**src/rtl/brqrv_loader_pkg.sv**
```systemverilog
// Shared types and constants for the UART program loader.
package brqrv_loader_pkg;

    typedef enum logic [2:0] {
        S_LEN,
        S_DATA,
        S_WRITE,
        S_DONE,
        S_ERR
    } load_state_t;

    typedef enum logic [1:0] {
        IDLE,
        START,
        DATA,
        STOP
    } rx_state_t;

    // Bytes in the length header and in each image word.
    localparam int LEN_BYTES  = 4;
    localparam int WORD_BYTES = 4;

endpackage

```
**src/rtl/uart_rx_byte.sv**
```systemverilog
// 8N1 UART byte receiver: 2-FF synchronizer, mid-bit sampling, framing check.
module uart_rx_byte
    import brqrv_loader_pkg::*;
#(
    parameter int CLKS_PER_BIT = 347
) (
    input  logic       wb_clk_i,
    input  logic       wb_rst_i,
    input  logic       uart_rx_i,
    output logic [7:0] byte_o,
    output logic       byte_valid_o,
    output logic       frame_err_o
);

    localparam int                CNT_W     = $clog2(CLKS_PER_BIT);
    localparam logic [CNT_W-1:0]  HALF_LAST = CNT_W'(CLKS_PER_BIT / 2 - 1);
    localparam logic [CNT_W-1:0]  FULL_LAST = CNT_W'(CLKS_PER_BIT - 1);

    logic             rx_meta;
    logic             rx_sync;
    rx_state_t        state_q;
    rx_state_t        state_d;
    logic [CNT_W-1:0] cnt_q;
    logic [2:0]       bit_q;
    logic [7:0]       shift_q;
    logic             half_tick;
    logic             bit_tick;

    // Two-flop synchronizer; resets to the idle (high) line level.
    // NOTE: clocked state uses non-blocking (<=) so every flop samples pre-edge values.
    always_ff @(posedge wb_clk_i) begin
        if (wb_rst_i) begin
            rx_meta <= 1'b1;
            rx_sync <= 1'b1;
        end else begin
            rx_meta <= uart_rx_i;
            rx_sync <= rx_meta;
        end
    end

    // RX state register.
    always_ff @(posedge wb_clk_i) begin
        if (wb_rst_i) state_q <= IDLE;
        else          state_q <= state_d;
    end

    // RX next-state: false start check at half bit, 8 data bits, then stop bit.
    // NOTE: every always_comb output gets a default first so no latch is inferred.
    always_comb begin
        state_d = state_q;
        case (state_q)
            IDLE:    if (!rx_sync) state_d = START;
            START:   if (half_tick) state_d = rx_sync ? IDLE : DATA;
            DATA:    if (bit_tick && bit_q == 3'd7) state_d = STOP;
            STOP:    if (bit_tick) state_d = IDLE;
            default: state_d = IDLE;
        endcase
    end

    // Sample strobes derived from the bit timer.
    always_comb begin
        half_tick = (state_q == START) && (cnt_q == HALF_LAST);
        bit_tick  = ((state_q == DATA) || (state_q == STOP)) && (cnt_q == FULL_LAST);
    end

    // Bit timer, bit index and the one-cycle result pulses.
    always_ff @(posedge wb_clk_i) begin
        if (wb_rst_i) begin
            cnt_q        <= '0;
            bit_q        <= '0;
            byte_valid_o <= 1'b0;
            frame_err_o  <= 1'b0;
        end else begin
            byte_valid_o <= 1'b0;
            frame_err_o  <= 1'b0;
            if ((state_q == IDLE) || half_tick || bit_tick) cnt_q <= '0;
            else                                            cnt_q <= cnt_q + 1'b1;
            if (half_tick) bit_q <= '0;
            if (bit_tick && (state_q == DATA)) bit_q <= bit_q + 1'b1;
            if (bit_tick && (state_q == STOP)) begin
                byte_valid_o <= rx_sync;
                frame_err_o  <= ~rx_sync;
            end
        end
    end

    // Data shift register, LSB first.
    // NOTE: pure data qualified by a valid strobe needs no reset.
    always_ff @(posedge wb_clk_i) begin
        if (bit_tick && (state_q == DATA)) shift_q <= {rx_sync, shift_q[7:1]};
    end

    assign byte_o = shift_q;

endmodule

```
**src/rtl/uart_prog_loader.sv**
```systemverilog
// UART boot loader: assembles LE words from a length-prefixed image and
// writes them into instruction memory, then releases the core reset.
module uart_prog_loader
    import brqrv_loader_pkg::*;
#(
    parameter int CLKS_PER_BIT = 347,
    parameter int ADDR_W       = 12
) (
    input  logic              wb_clk_i,
    input  logic              wb_rst_i,
    input  logic              uart_rx_i,
    output logic              mem_we_o,
    output logic [ADDR_W-1:0] mem_addr_o,
    output logic [31:0]       mem_wdata_o,
    input  logic              mem_ack_i,
    output logic              core_rst_o,
    output logic              prog_done_o,
    output logic              frame_err_o,
    output logic              overrun_err_o,
    output logic              len_err_o
);

    localparam logic [32:0] CAPACITY  = 33'(1) << ADDR_W;
    localparam logic [1:0]  LEN_LAST  = 2'(LEN_BYTES - 1);
    localparam logic [1:0]  WORD_LAST = 2'(WORD_BYTES - 1);

    logic [7:0]      rx_byte;
    logic            rx_valid;
    logic            rx_frame_err;

    logic            buf_full;
    logic [7:0]      buf_data;
    logic            pop;

    load_state_t     state_q;
    load_state_t     state_d;
    logic [1:0]      byte_cnt_q;
    logic [31:0]     asm_q;
    logic [ADDR_W-1:0] addr_q;
    logic [ADDR_W:0] remain_q;

    logic [31:0]     assembled;
    logic            load_byte;
    logic            group_done;
    logic            len_zero;
    logic            len_too_big;
    logic            write_last;

    uart_rx_byte #(
        .CLKS_PER_BIT (CLKS_PER_BIT)
    ) u_rx (
        .wb_clk_i     (wb_clk_i),
        .wb_rst_i     (wb_rst_i),
        .uart_rx_i    (uart_rx_i),
        .byte_o       (rx_byte),
        .byte_valid_o (rx_valid),
        .frame_err_o  (rx_frame_err)
    );

    // Buffer handshake and byte-assembly decode.
    always_comb begin
        pop         = buf_full && (state_q != S_WRITE);
        load_byte   = pop && ((state_q == S_LEN) || (state_q == S_DATA));
        assembled   = {buf_data, asm_q[31:8]};
        group_done  = load_byte &&
                      (byte_cnt_q == ((state_q == S_LEN) ? LEN_LAST : WORD_LAST));
        len_zero    = (assembled == 32'd0);
        len_too_big = ({1'b0, assembled} > CAPACITY);
        write_last  = (remain_q == (ADDR_W+1)'(1));
    end

    // Skid buffer occupancy and sticky receive error flags.
    always_ff @(posedge wb_clk_i) begin
        if (wb_rst_i) begin
            buf_full      <= 1'b0;
            overrun_err_o <= 1'b0;
            frame_err_o   <= 1'b0;
        end else begin
            buf_full <= rx_valid || (buf_full && !pop);
            if (rx_valid && buf_full && !pop) overrun_err_o <= 1'b1;
            if (rx_frame_err) frame_err_o <= 1'b1;
        end
    end

    // Skid buffer payload; a byte arriving into a full, stalled buffer is dropped.
    always_ff @(posedge wb_clk_i) begin
        if (rx_valid && (!buf_full || pop)) buf_data <= rx_byte;
    end

    // Loader state register.
    always_ff @(posedge wb_clk_i) begin
        if (wb_rst_i) state_q <= S_LEN;
        else          state_q <= state_d;
    end

    // Loader next-state.
    always_comb begin
        state_d = state_q;
        case (state_q)
            S_LEN: begin
                if (group_done) begin
                    if (len_zero)         state_d = S_DONE;
                    else if (len_too_big) state_d = S_ERR;
                    else                  state_d = S_DATA;
                end
            end
            S_DATA:  if (group_done) state_d = S_WRITE;
            S_WRITE: if (mem_ack_i) state_d = write_last ? S_DONE : S_DATA;
            S_DONE:  state_d = S_DONE;
            S_ERR:   state_d = S_ERR;
            default: state_d = S_LEN;
        endcase
    end

    // Loader outputs decoded from state.
    always_comb begin
        mem_we_o    = (state_q == S_WRITE);
        core_rst_o  = (state_q != S_DONE);
        prog_done_o = (state_q == S_DONE);
    end

    // Byte counter, assembly register, address and remaining-word count.
    always_ff @(posedge wb_clk_i) begin
        if (wb_rst_i) begin
            byte_cnt_q <= '0;
            asm_q      <= '0;
            addr_q     <= '0;
            remain_q   <= '0;
            len_err_o  <= 1'b0;
        end else begin
            if (load_byte) begin
                asm_q      <= assembled;
                byte_cnt_q <= group_done ? 2'd0 : byte_cnt_q + 1'b1;
            end
            if ((state_q == S_LEN) && group_done) begin
                remain_q <= assembled[ADDR_W:0];
                if (len_too_big) len_err_o <= 1'b1;
            end
            if ((state_q == S_WRITE) && mem_ack_i) begin
                remain_q <= remain_q - 1'b1;
                // Hold the final address so a full image never shows a wrapped address.
                if (!write_last) addr_q <= addr_q + 1'b1;
            end
        end
    end

    assign mem_addr_o  = addr_q;
    assign mem_wdata_o = asm_q;

endmodule

```
**config.mk**
```make
export PLATFORM = sky130hd
export DESIGN_NAME = uart_prog_loader
export DESIGN_NICKNAME = d
export VERILOG_FILES = /design/src/rtl/brqrv_loader_pkg.sv /design/src/rtl/uart_rx_byte.sv /design/src/rtl/uart_prog_loader.sv
export SDC_FILE = /design/constraint.sdc
export NUM_CORES = 1
export LEC_CHECK = 0
export BUFFER_PORTS_ARGS = -buffer_cell sky130_fd_sc_hd__clkbuf_2
export CAP_MARGIN = 20
export CORE_MARGIN = 10
export CORE_UTILIZATION = 52
export CTS_CLUSTER_SIZE = 20
export DETAILED_ROUTE_END_ITERATION = 8
export PLACE_DENSITY_LB_ADDON = 0.08
export SYNTH_ARGS = -nofsm -noshare
export SYNTH_HDL_FRONTEND = slang
export SYNTH_SLANG_ARGS = --single-unit
```
**constraint.sdc**
```tcl
create_clock -name wb_clk_i -period 1.7 [get_ports wb_clk_i]
set_input_delay 0.34 -clock wb_clk_i [delete_from_list [all_inputs] [get_ports wb_clk_i]]
set_output_delay 0.34 -clock wb_clk_i [all_outputs]
set_load 0.005 [all_outputs]
```
Word-level counts from Yosys, hierarchy flattened:

Index checks and enable logic that the tools add are counted.

* register bits: 100

* add/subtract/negate cells: 5
* $lt $le $gt $ge: 1
* eq/ne operators: 21
* muxes and demuxes: 18
* bitwise gates (word level): 3
* reduce and logical (&&, ||, !) cells: 33

Operators with widths (count)
* > comparator 32 x 13 -> 1 bit (second input constant): 1
* zero test 32 bit: 1
* 2-to-1 mux 13 bit: 2
* 2-to-1 mux 3 bit: 7
* case mux 3 bit (5 select lines): 1
* logical AND 1 bit: 14
* 2-to-1 mux 2 bit: 7
* == test 13 x 1 -> 1 bit (second input constant): 1
* subtractor 13 x 1 -> 13 bit (second input constant): 1
* adder 12 x 1 -> 12 bit (second input constant): 1
* adder 9 x 1 -> 9 bit (second input constant): 1
* == test 9 x 8 -> 1 bit (second input constant): 1
* == test 9 bit (second input constant): 1
* inequality test 2 x 1 -> 1 bit (second input constant): 4
* case mux 2 bit (4 select lines): 1
* == test 2 bit (second input constant): 3
* == test 3 x 2 -> 1 bit (second input constant): 2
* == test 3 bit (second input constant): 2
* logical OR 1 bit: 6
* inequality test 2 bit (second input constant): 3
* inequality test 3 x 2 -> 1 bit (second input constant): 2
* AND reduction 2 bit: 2
* AND reduction 4 bit: 1
* nonzero test 2 bit: 2
* other kinds (10): 14

Longest topological paths before layout:

Gate-level depths: netlist of the first run.

* depth after elaboration: 7
* mapped depth: 8

By module:

From an unflattened synthesis of the first run, not the netlist that was laid out.

* cells, all modules: 458
* area total of the unflattened synthesis: 4174.0 um^2

Modules (own cells, without submodules)
* uart_prog_loader: instances 1, cells each 367, area each 3156.8 um^2
* uart_rx_byte: instances 1, cells each 91, area each 1017.2 um^2

Least setup slack after synthesis of the first run:

Ideal clock, no wire load.

* path kind: reg-to-reg
* start: register remain_q[4]
* end: register addr_q[1], in the netlist mem_addr_o[1]
* library setup time: 0.119 ns
* data arrival time: 1.655 ns
* data required time: 1.581 ns
* path slack: -0.073 ns
* stages on the path, launching flop included: 7
* path buffers: 2
* period minus slack after synthesis: 1.773 ns
* cell sequence: dfxtp_1 > or4_4 > nor4_4 > buf_6 > buf_12 > nor2_2 > mux2i_1

* longest elaborated chain between the ends: 3

Ends and longest elaborated chain
* start: declaration: RTL line uart_prog_loader.sv:40 `logic [ADDR_W:0] remain_q;`
* start signal: assignment: RTL line uart_prog_loader.sv:136 `remain_q <= assembled[ADDR_W:0];`
* start signal: assignment: RTL line uart_prog_loader.sv:140 `remain_q <= remain_q - 1'b1;`
* == test 13 x 1 -> 1 bit: RTL line uart_prog_loader.sv:69 `write_last = (remain_q == (ADDR_W+1)'(1));`
* inverter 1 bit (no line)
* AND reduction 2 bit (no line)
* end signal: assignment: RTL line uart_prog_loader.sv:142 `if (!write_last) addr_q <= addr_q + 1'b1;`
* end: declaration: RTL line uart_prog_loader.sv:39 `logic [ADDR_W-1:0] addr_q;`

Every way passes these cells.
A chain may end at the register's enable or synchronous reset.

Worst setup path after layout of the first run:

* start: register remain_q[11]
* end: register addr_q[11], in the netlist mem_addr_o[11]

Same word-level chain as after synthesis.

==> results.json, run 1 <==
{
  "setup_ws_ns": -0.05699,
  "slowest_delay_ns": 0.57,
  "multiInputGateArea_um2": 2077,
  "grt_pass1_wl_um": 17850,
  "via_per_inst": 5.606,
  "cts_hold_buf": 0,
  "syn_inst": 473,
  "hold_viol_final": 0,
  "floorplan.initialDensity": 0.5287,
  "yosys.area_share.simple": 0.2499,
  "gp_congestion": 0.8763,
  "arrival_ns": 2.03,
  "drive_gt1_frac": 0.2995,
  "synth_compound_area_frac": 0.1603,
  "synthesis.nets": 486,
  "synth_mux_area_frac": 0.004655,
  "numCtsBuffers": 9,
  "worstPathMaxFanout": 24,
  "cp_num_buf_inv": 1,
  "yosys-top-cells-area": "dfxtp_1 39%, edfxtp_1 11%, nand2_1 7.2%",
  "crit_start": "remain_q[11]",
  "irDropWorstVdd_v": 0.0008181,
  "rsz0062_at_grt": "yes",
  "synth-main-ff-cell": "dfxtp_1",
  "die_y_um": 110.9,
  "finalSetupViolCount": 12,
  "grt_util_all_layers": 0.1702,
  "synth-adder-area-share": 0.02619,
  "powerDensity_nw_per_um2": 731.7,
  "yosysWarnings": 0,
  "drt_first_pass_iters": 5,
  "synthesis.area_um2": 4300,
  "clockBufferDepth": 2,
  "clk_latency_ns": 0.37,
  "via_count": 3846,
  "ys_types": 60,
  "worstMarginPinSlew_ns": 0.6181,
  "ios": 54,
  "cts_tree": "built",
  "worst_setup_path_start_kind": "flop",
  "synth.avg_cell_area_um2": 9.092,
  "wl_per_cell_um": 15.59,
  "criticalPathCategory": "reg2reg",
  "final.min_clock_period_ns": 1.757,
  "relSlewSlack": 0.5847,
  "fmax_mhz": 569.2,
  "nets": 589,
  "areaGrowthSynthToFinish_pct": 27.12,
  "synth_top_cell_by_area": "dfxtp_1",
  "grt_start_max_net_pins": 37,
  "report.final.slew_viol_count": 0,
  "htreeDepth": 3,
  "routed_wl_um": 10700,
  "grt_pass1_vias": 3609,
  "clock-sinks": 100,
  "status": "complete, but fails checks",
  "seq_area_um2": 2178,
  "ys_seq_elements": 100,
  "hold_depth": 2,
  "crit_path_top_delay_cell": "or4_4",
  "dieArea_um2": 12310,
  "place_hpwl_um": 7590,
  "hold_start": "uart_rx_i",
  "core-area_um2": 8134,
  "ant_nets": 0,
  "drc_errors": 0,
  "period_share": 1.034,
  "crit_cells": 5,
  "synth_top_area_share": 0.3910,
  "rr_worst_depth": 5,
  "num_rows": 33,
  "drt_iter0_drc": 179,
  "path_clk_slew_ns": 0.11,
  "antenna_found_initial": 0,
  "finalSetupTns_ns": -0.2892,
  "cap_violations": 0,
  "worst_clock_skew_ns": 0.008852,
  "violations": "setup timing",
  "synth-xor-area-share": 0.01426,
  "crit_chain": "or4_4 -> nor4_4 -> buf_12 -> nor4_1 -> o21a_1",
  "worstPathRequired_ns": 1.97,
  "r2r_start": "remain_q[11]",
  "cpLargestDelayFamily": "simple AND/OR/NAND/NOR gates",
  "worstHoldPathType": "in2reg",
  "synth_edf_count": 16,
  "io_buffers": 53,
  "leakage_nw": 2.078,
  "synth-seq-area-share": 0.5028,
  "fp.dieW_um": 110.9,
  "fillCellCount": 672,
  "diodes": 0,
  "postSynth.asyncResetShare": 0,
  "synth_top_family_by_area": "simple AND/OR/NAND/NOR gates",
  "end_kind": "flop",
  "total_power_mw": 4.000,
  "root_buffer": "clkbuf_8",
  "grt_overflow": 0
}
==> where the power goes <==
part / internal (mW) / switching [mW]
Clock: 0.592 / 0.945
Sequential: 2.39 / 0.00356
Combinational: 0.0204 / 0.0462
Total: 3.01 / 0.994
==> per-stage QoR <==
step / std cells / setup WS (ns) / cell area [um2] / hold WS [ns] / utilization
floorplan: 473 / -0.03278 / 4305 / 0.3895 / -
global placement: 665 / -0.05495 / 5081 / 0.3931 / 0.6247
detailed placement: 665 / -0.1717 / 5081 / 0.4013 / 0.6247
CTS: 683 / -0.04523 / 5355 / 0.1183 / 0.6584
global route: 686 / -0.1290 / 5466 / 0.1120 / 0.6721
finish: 686 / -0.05699 / 5466 / 0.1393 / 0.6721
==> per-layer routing <==
metal / global-route usage / wire [um] / vias up
met1: 0.2140 / 4802 / 1830
met2: 0.2791 / 5228 / 84
li1: - / - / 1920
met4: 0.04427 / 145 / 0
met5: 0 / 0 / -
met3: 0.04816 / 522 / 12
==> Yosys cell counts, types with 2 or more instances <==
cell,instances
or4_1,11
nor4bb_1,2
edfxtp_1,16
o211ai_1,5
a21oi_1,57
nor4_1,9
or2_2,4
nand4bb_1,2
nand2b_1,2
and2_1,3
a221oi_1,2
xor2_1,3
nor3b_1,3
or3_1,6
clkbuf_1,24
dfxtp_1,84
a211oi_1,2
nand4_1,10
buf_6,2
o21ai_1,5
xnor2_1,4
a21oi_2,2
nor2_1,30
ha_1,9
nand4b_1,3
mux2i_1,2
nand2_1,82
o21ai_0,3
and4_1,2
o21a_1,3
or3b_1,2
and3_1,2
o31ai_1,7
a2bb2oi_1,2
nor3_1,9
o221ai_1,3
a31oi_1,5
a32oi_1,3
o31a_1,2
nand3_1,15
o21ba_1,2
buf_2,2
inv_1,10
==> sequential cells by signal, summed over array words and instances (netlist names), 2 cells and up, named ones only <==
signal / count
buf_data: 8
byte_cnt_q: 2
mem_addr_o: 12
mem_wdata_o: 32
remain_q: 13
state_q: 3
u_rx.bit_q: 3
u_rx.byte_o: 8
u_rx.cnt_q: 9
==> kinds of logic after synthesis <==
| kind of cell | count (synthesis) |
|---|---|
| compound gates | 110 |
| xor+xnor | 7 |
| fa+ha+maj | 9 |
| buf+inv | 39 |
| flops | 100 |
| mux | 2 |
| simple gates | 206 |
==> worst paths after layout <==
path	endpoint	slack, ns
hold reg to reg	u_rx.rx_sync	0.43
hold / removal	u_rx.rx_meta	0.14
setup / recovery	mem_addr_o[11]	-0.06
setup reg to reg	mem_addr_o[11]	-0.06
==> placed cells by master (no fill, tap or decap), drive strengths merged, types with 3 or more instances in the layout <==
| cell | n |
|---|---|
| xnor2 | 4 |
| o21ai | 8 |
| or4 | 12 |
| xor2 | 3 |
| o21a | 3 |
| o211ai | 5 |
| nand4b | 3 |
| or2 | 4 |
| nor2 | 31 |
| nand2 | 82 |
| clkinv | 4 |
| nor4 | 11 |
| nor3b | 3 |
| nand4 | 10 |
| nor3 | 9 |
| inv | 13 |
| o221ai | 3 |
| clkbuf | 62 |
| edfxtp | 16 |
| a21oi | 59 |
| ha | 9 |
| dfxtp | 84 |
| or3 | 6 |
| and2 | 3 |
| buf | 68 |
| nand3 | 15 |
| o31ai | 7 |
| a32oi | 3 |
| a31oi | 5 |
==> layout make-up <==
class                      count  share of cell area
tap                          105             0.02403
timing repair buffer         121              0.1522
clock buffer                   9             0.02266
sequential                   100              0.3985
clock inverter                 7             0.01579
inverter                      10            0.006867
multi-input combinational    334              0.3799
==> repair_timing <==
action,in CTS,in global routing
gates resized for setup,14,21
endpoints found under the setup margin,27,50
buffers inserted,2,3
pin swaps,5,9
No activity file was read; power rests on OpenSTA's default activity.
==> run 2, diff against run 1 <==
- ABC_AREA: unset -> 1
- CORE_UTILIZATION: 52 -> 51
==> run 2 against run 1 <==
The flow now finishes without violations. Highest routed layer unchanged. Cell count rose by 10%. Sequential power rose by 2%. Critical endpoint is now prog_done_o. Sequential share of layout area rose by 2.3 points. Final area fell by 6.2%.
==> results.json, run 2 <==
{
  "status": "complete, no violations",
  "crit_path_top_delay_cell": "dfxtp_1",
  "largest_register_ff_count": 32,
  "num_rows": 34,
  "synth-seq-area-share": 0.4838,
  "root_buffer": "clkbuf_8",
  "synth.most_common_cell": "nor2_1",
  "ant_nets": 0,
  "cts_hold_buf": 0,
  "grt_pass1_vias": 3638,
  "r2r-end": "u_rx.byte_o[4]",
  "relSlewSlack": 0.7644,
  "floorplan.initialDensity": 0.5175,
  "grt_start_max_net_pins": 55,
  "finalSetupViolCount": 0,
  "drc_errors": 0,
  "areaGrowthSynthToFinish_pct": 14.75,
  "r2r_start": "u_rx.cnt_q[0]",
  "irDropWorstVdd_v": 0.0004463,
  "hold_depth": 2,
  "netlist_top_cells_count": "102 x nor2_1, 98 x nand2_1, 84 x dfxtp_1, 62 x inv_1, 48 x a21oi_1",
  "yosysWarnings": 0,
  "ff2ff_setup_slack_ns": 0.14,
  "final.min_clock_period_ns": 1.595,
  "worst_clock_skew_ns": 0.01129,
  "worstMarginPinSlew_ns": 0.3525,
  "end_kind": "output pin",
  "hold_viol_final": 0,
  "place_hpwl_um": 7461,
  "slowest_delay_ns": 0.39,
  "numCtsBuffers": 9,
  "synth_edf_count": 16,
  "io_buffers": 53,
  "seq_area_um2": 2163,
  "synthesis.area_um2": 4469,
  "yosys-top-cells-area": "dfxtp_1 38%, edfxtp_1 11%, nor2_1 8.6%",
  "synth_top_area_share": 0.3763,
  "arrival_ns": 1.26,
  "final_core_util": 0.5939,
  "leakage_nw": 2.184,
  "cap_violations": 0,
  "clock-sinks": 100,
  "fp.dieW_um": 113.6,
  "via_per_inst": 5.067,
  "diodes": 0,
  "worstPathMaxFanout": 3,
  "multiInputGateArea_um2": 1993,
  "synthesis.nets": 593,
  "finalSetupTns_ns": 0,
  "rsz0062_at_grt": "no",
  "grt_util_all_layers": 0.1568,
  "worst_setup_path_start_kind": "flop",
  "worstHoldPathType": "in2reg",
  "total_power_mw": 4.082,
  "rr_worst_depth": 7,
  "mostFrequentLayoutCells": "102 x nor2_1, 98 x nand2_1, 83 x dfxtp_1, 62 x inv_1, 53 x clkbuf_2",
  "ys_seq_elements": 100,
  "hold_start": "uart_rx_i",
  "path_clk_slew_ns": 0.10,
  "ios": 54,
  "die_y_um": 113.6,
  "dieArea_um2": 12910,
  "drt_first_pass_iters": 4,
  "worstPathRequired_ns": 1.36,
  "postSynth.asyncResetShare": 0,
  "fmax_mhz": 626.8,
  "worst_hold_path.endpoint": "u_rx.rx_meta",
  "drive_gt1_frac": 0.1667,
  "grt_pass1_wl_um": 16740,
  "synth-main-ff-cell": "dfxtp_1",
  "synth_top_cell_by_area": "dfxtp_1",
  "wl_per_cell_um": 13.43,
  "htreeDepth": 3,
  "syn_inst": 580,
  "gp_congestion": 0.9035,
  "nets": 656,
  "core-area_um2": 8636,
  "ys_types": 41,
  "period_share": 0.9384,
  "report.final.slew_viol_count": 0,
  "cts_tree": "built",
  "drt_iter0_drc": 132,
  "synth.avg_cell_area_um2": 7.706,
  "mostFrequentLayoutCell": "nor2_1",
  "via_count": 3831,
  "fillCellCount": 828,
  "criticalPathCategory": "reg2out",
  "grt_overflow": 0,
  "clk_latency_ns": 0.37,
  "routed_wl_um": 10160,
  "powerDensity_nw_per_um2": 795.8,
  "clockBufferDepth": 2,
  "crit_chain": "inv_2 -> nor2_1 -> nand2_1 -> inv_1 -> clkbuf_2",
  "antenna_found_initial": 0
}
## run 2: changes by cell type in the layout (fill, tap and decap cells not counted), moves of 8 or more
cell / change
buf_4: -46
o21ai_0: +41
or4_1: -8
a21oi_1: -9
nand3_1: +12
nand2_1: +17
nor2_1: +74
inv_1: +52
nor4_1: -9
## run 2: cell type report
class / count / area share
flip-flops and latches: 100 / 0.4218
multi-input cells: 397 / 0.3886
repair buffers: 69 / 0.07904
inverters: 66 / 0.04879
well taps: 108 / 0.02635
clock buffers: 9 / 0.02415
clock inverters: 7 / 0.01122
## run 2: routing by layer
metal | global-route usage | part of all wire
met1 | 0.1829 | 0.45
met2 | 0.2646 | 0.48
met3 | 0.03255 | 0.043
met4 | 0.08291 | 0.025
met5 | 0 | 0
## run 2: logic make-up after synthesis
group	synth area share
AND/OR/NAND/NOR	0.2503
buffers and inverters	0.07503
flip-flops	0.4838
AO/OA/AOI/OAI	0.1422
XOR/XNOR	0.02352
adder cells (fa/ha/maj)	0.02520
## run 2: critical path: cells and delay by family (launching register included)
family | cells | cell delay (ns)
buffers and inverters | 3 | 0.25
AND/OR/NAND/NOR | 2 | 0.25
flip-flops | 1 | 0.39
## run 2: power breakdown
part | switching, mW | internal [mW]
logic | 0.134 | 0.0761
registers | 0.0333 | 2.41
clock network | 0.870 | 0.553
## run 2: worst max path at each step
stage / startpoint / to / slack [ns] / cells past startpoint
6_report: state_q[1] / prog_done_o / 0.10 / 5
3_3_place_gp: u_rx.cnt_q[0] / u_rx.byte_o[6] / 0.18 / 7
3_5_place_dp: u_rx.cnt_q[0] / u_rx.byte_o[5] / 0.1 / 7
5_1_grt: u_rx.cnt_q[0] / u_rx.byte_o[6] / 0.02 / 7
4_1_cts: u_rx.cnt_q[0] / u_rx.byte_o[6] / 0.10 / 7
2_1_floorplan: u_rx.cnt_q[0] / u_rx.bit_q[2] / 0.16 / 9
## run 2: timing repair
item	in CTS	in global routing
setup endpoints to repair	0	19
setup buffers	0	2
gates resized for setup	0	6
## run 2: through the flow
step | cells | area, um2 | setup slack (ns) | hold slack (ns)
after global routing | 756 | 5129 | 0.02290 | 0.1326
after global placement | 738 | 4902 | 0.1850 | 0.3917
after floorplan | 580 | 4469 | 0.1597 | 0.3895
after detailed placement | 738 | 4902 | 0.09718 | 0.3988
after CTS | 754 | 5084 | 0.1004 | 0.1307
final | 756 | 5129 | 0.1047 | 0.1453
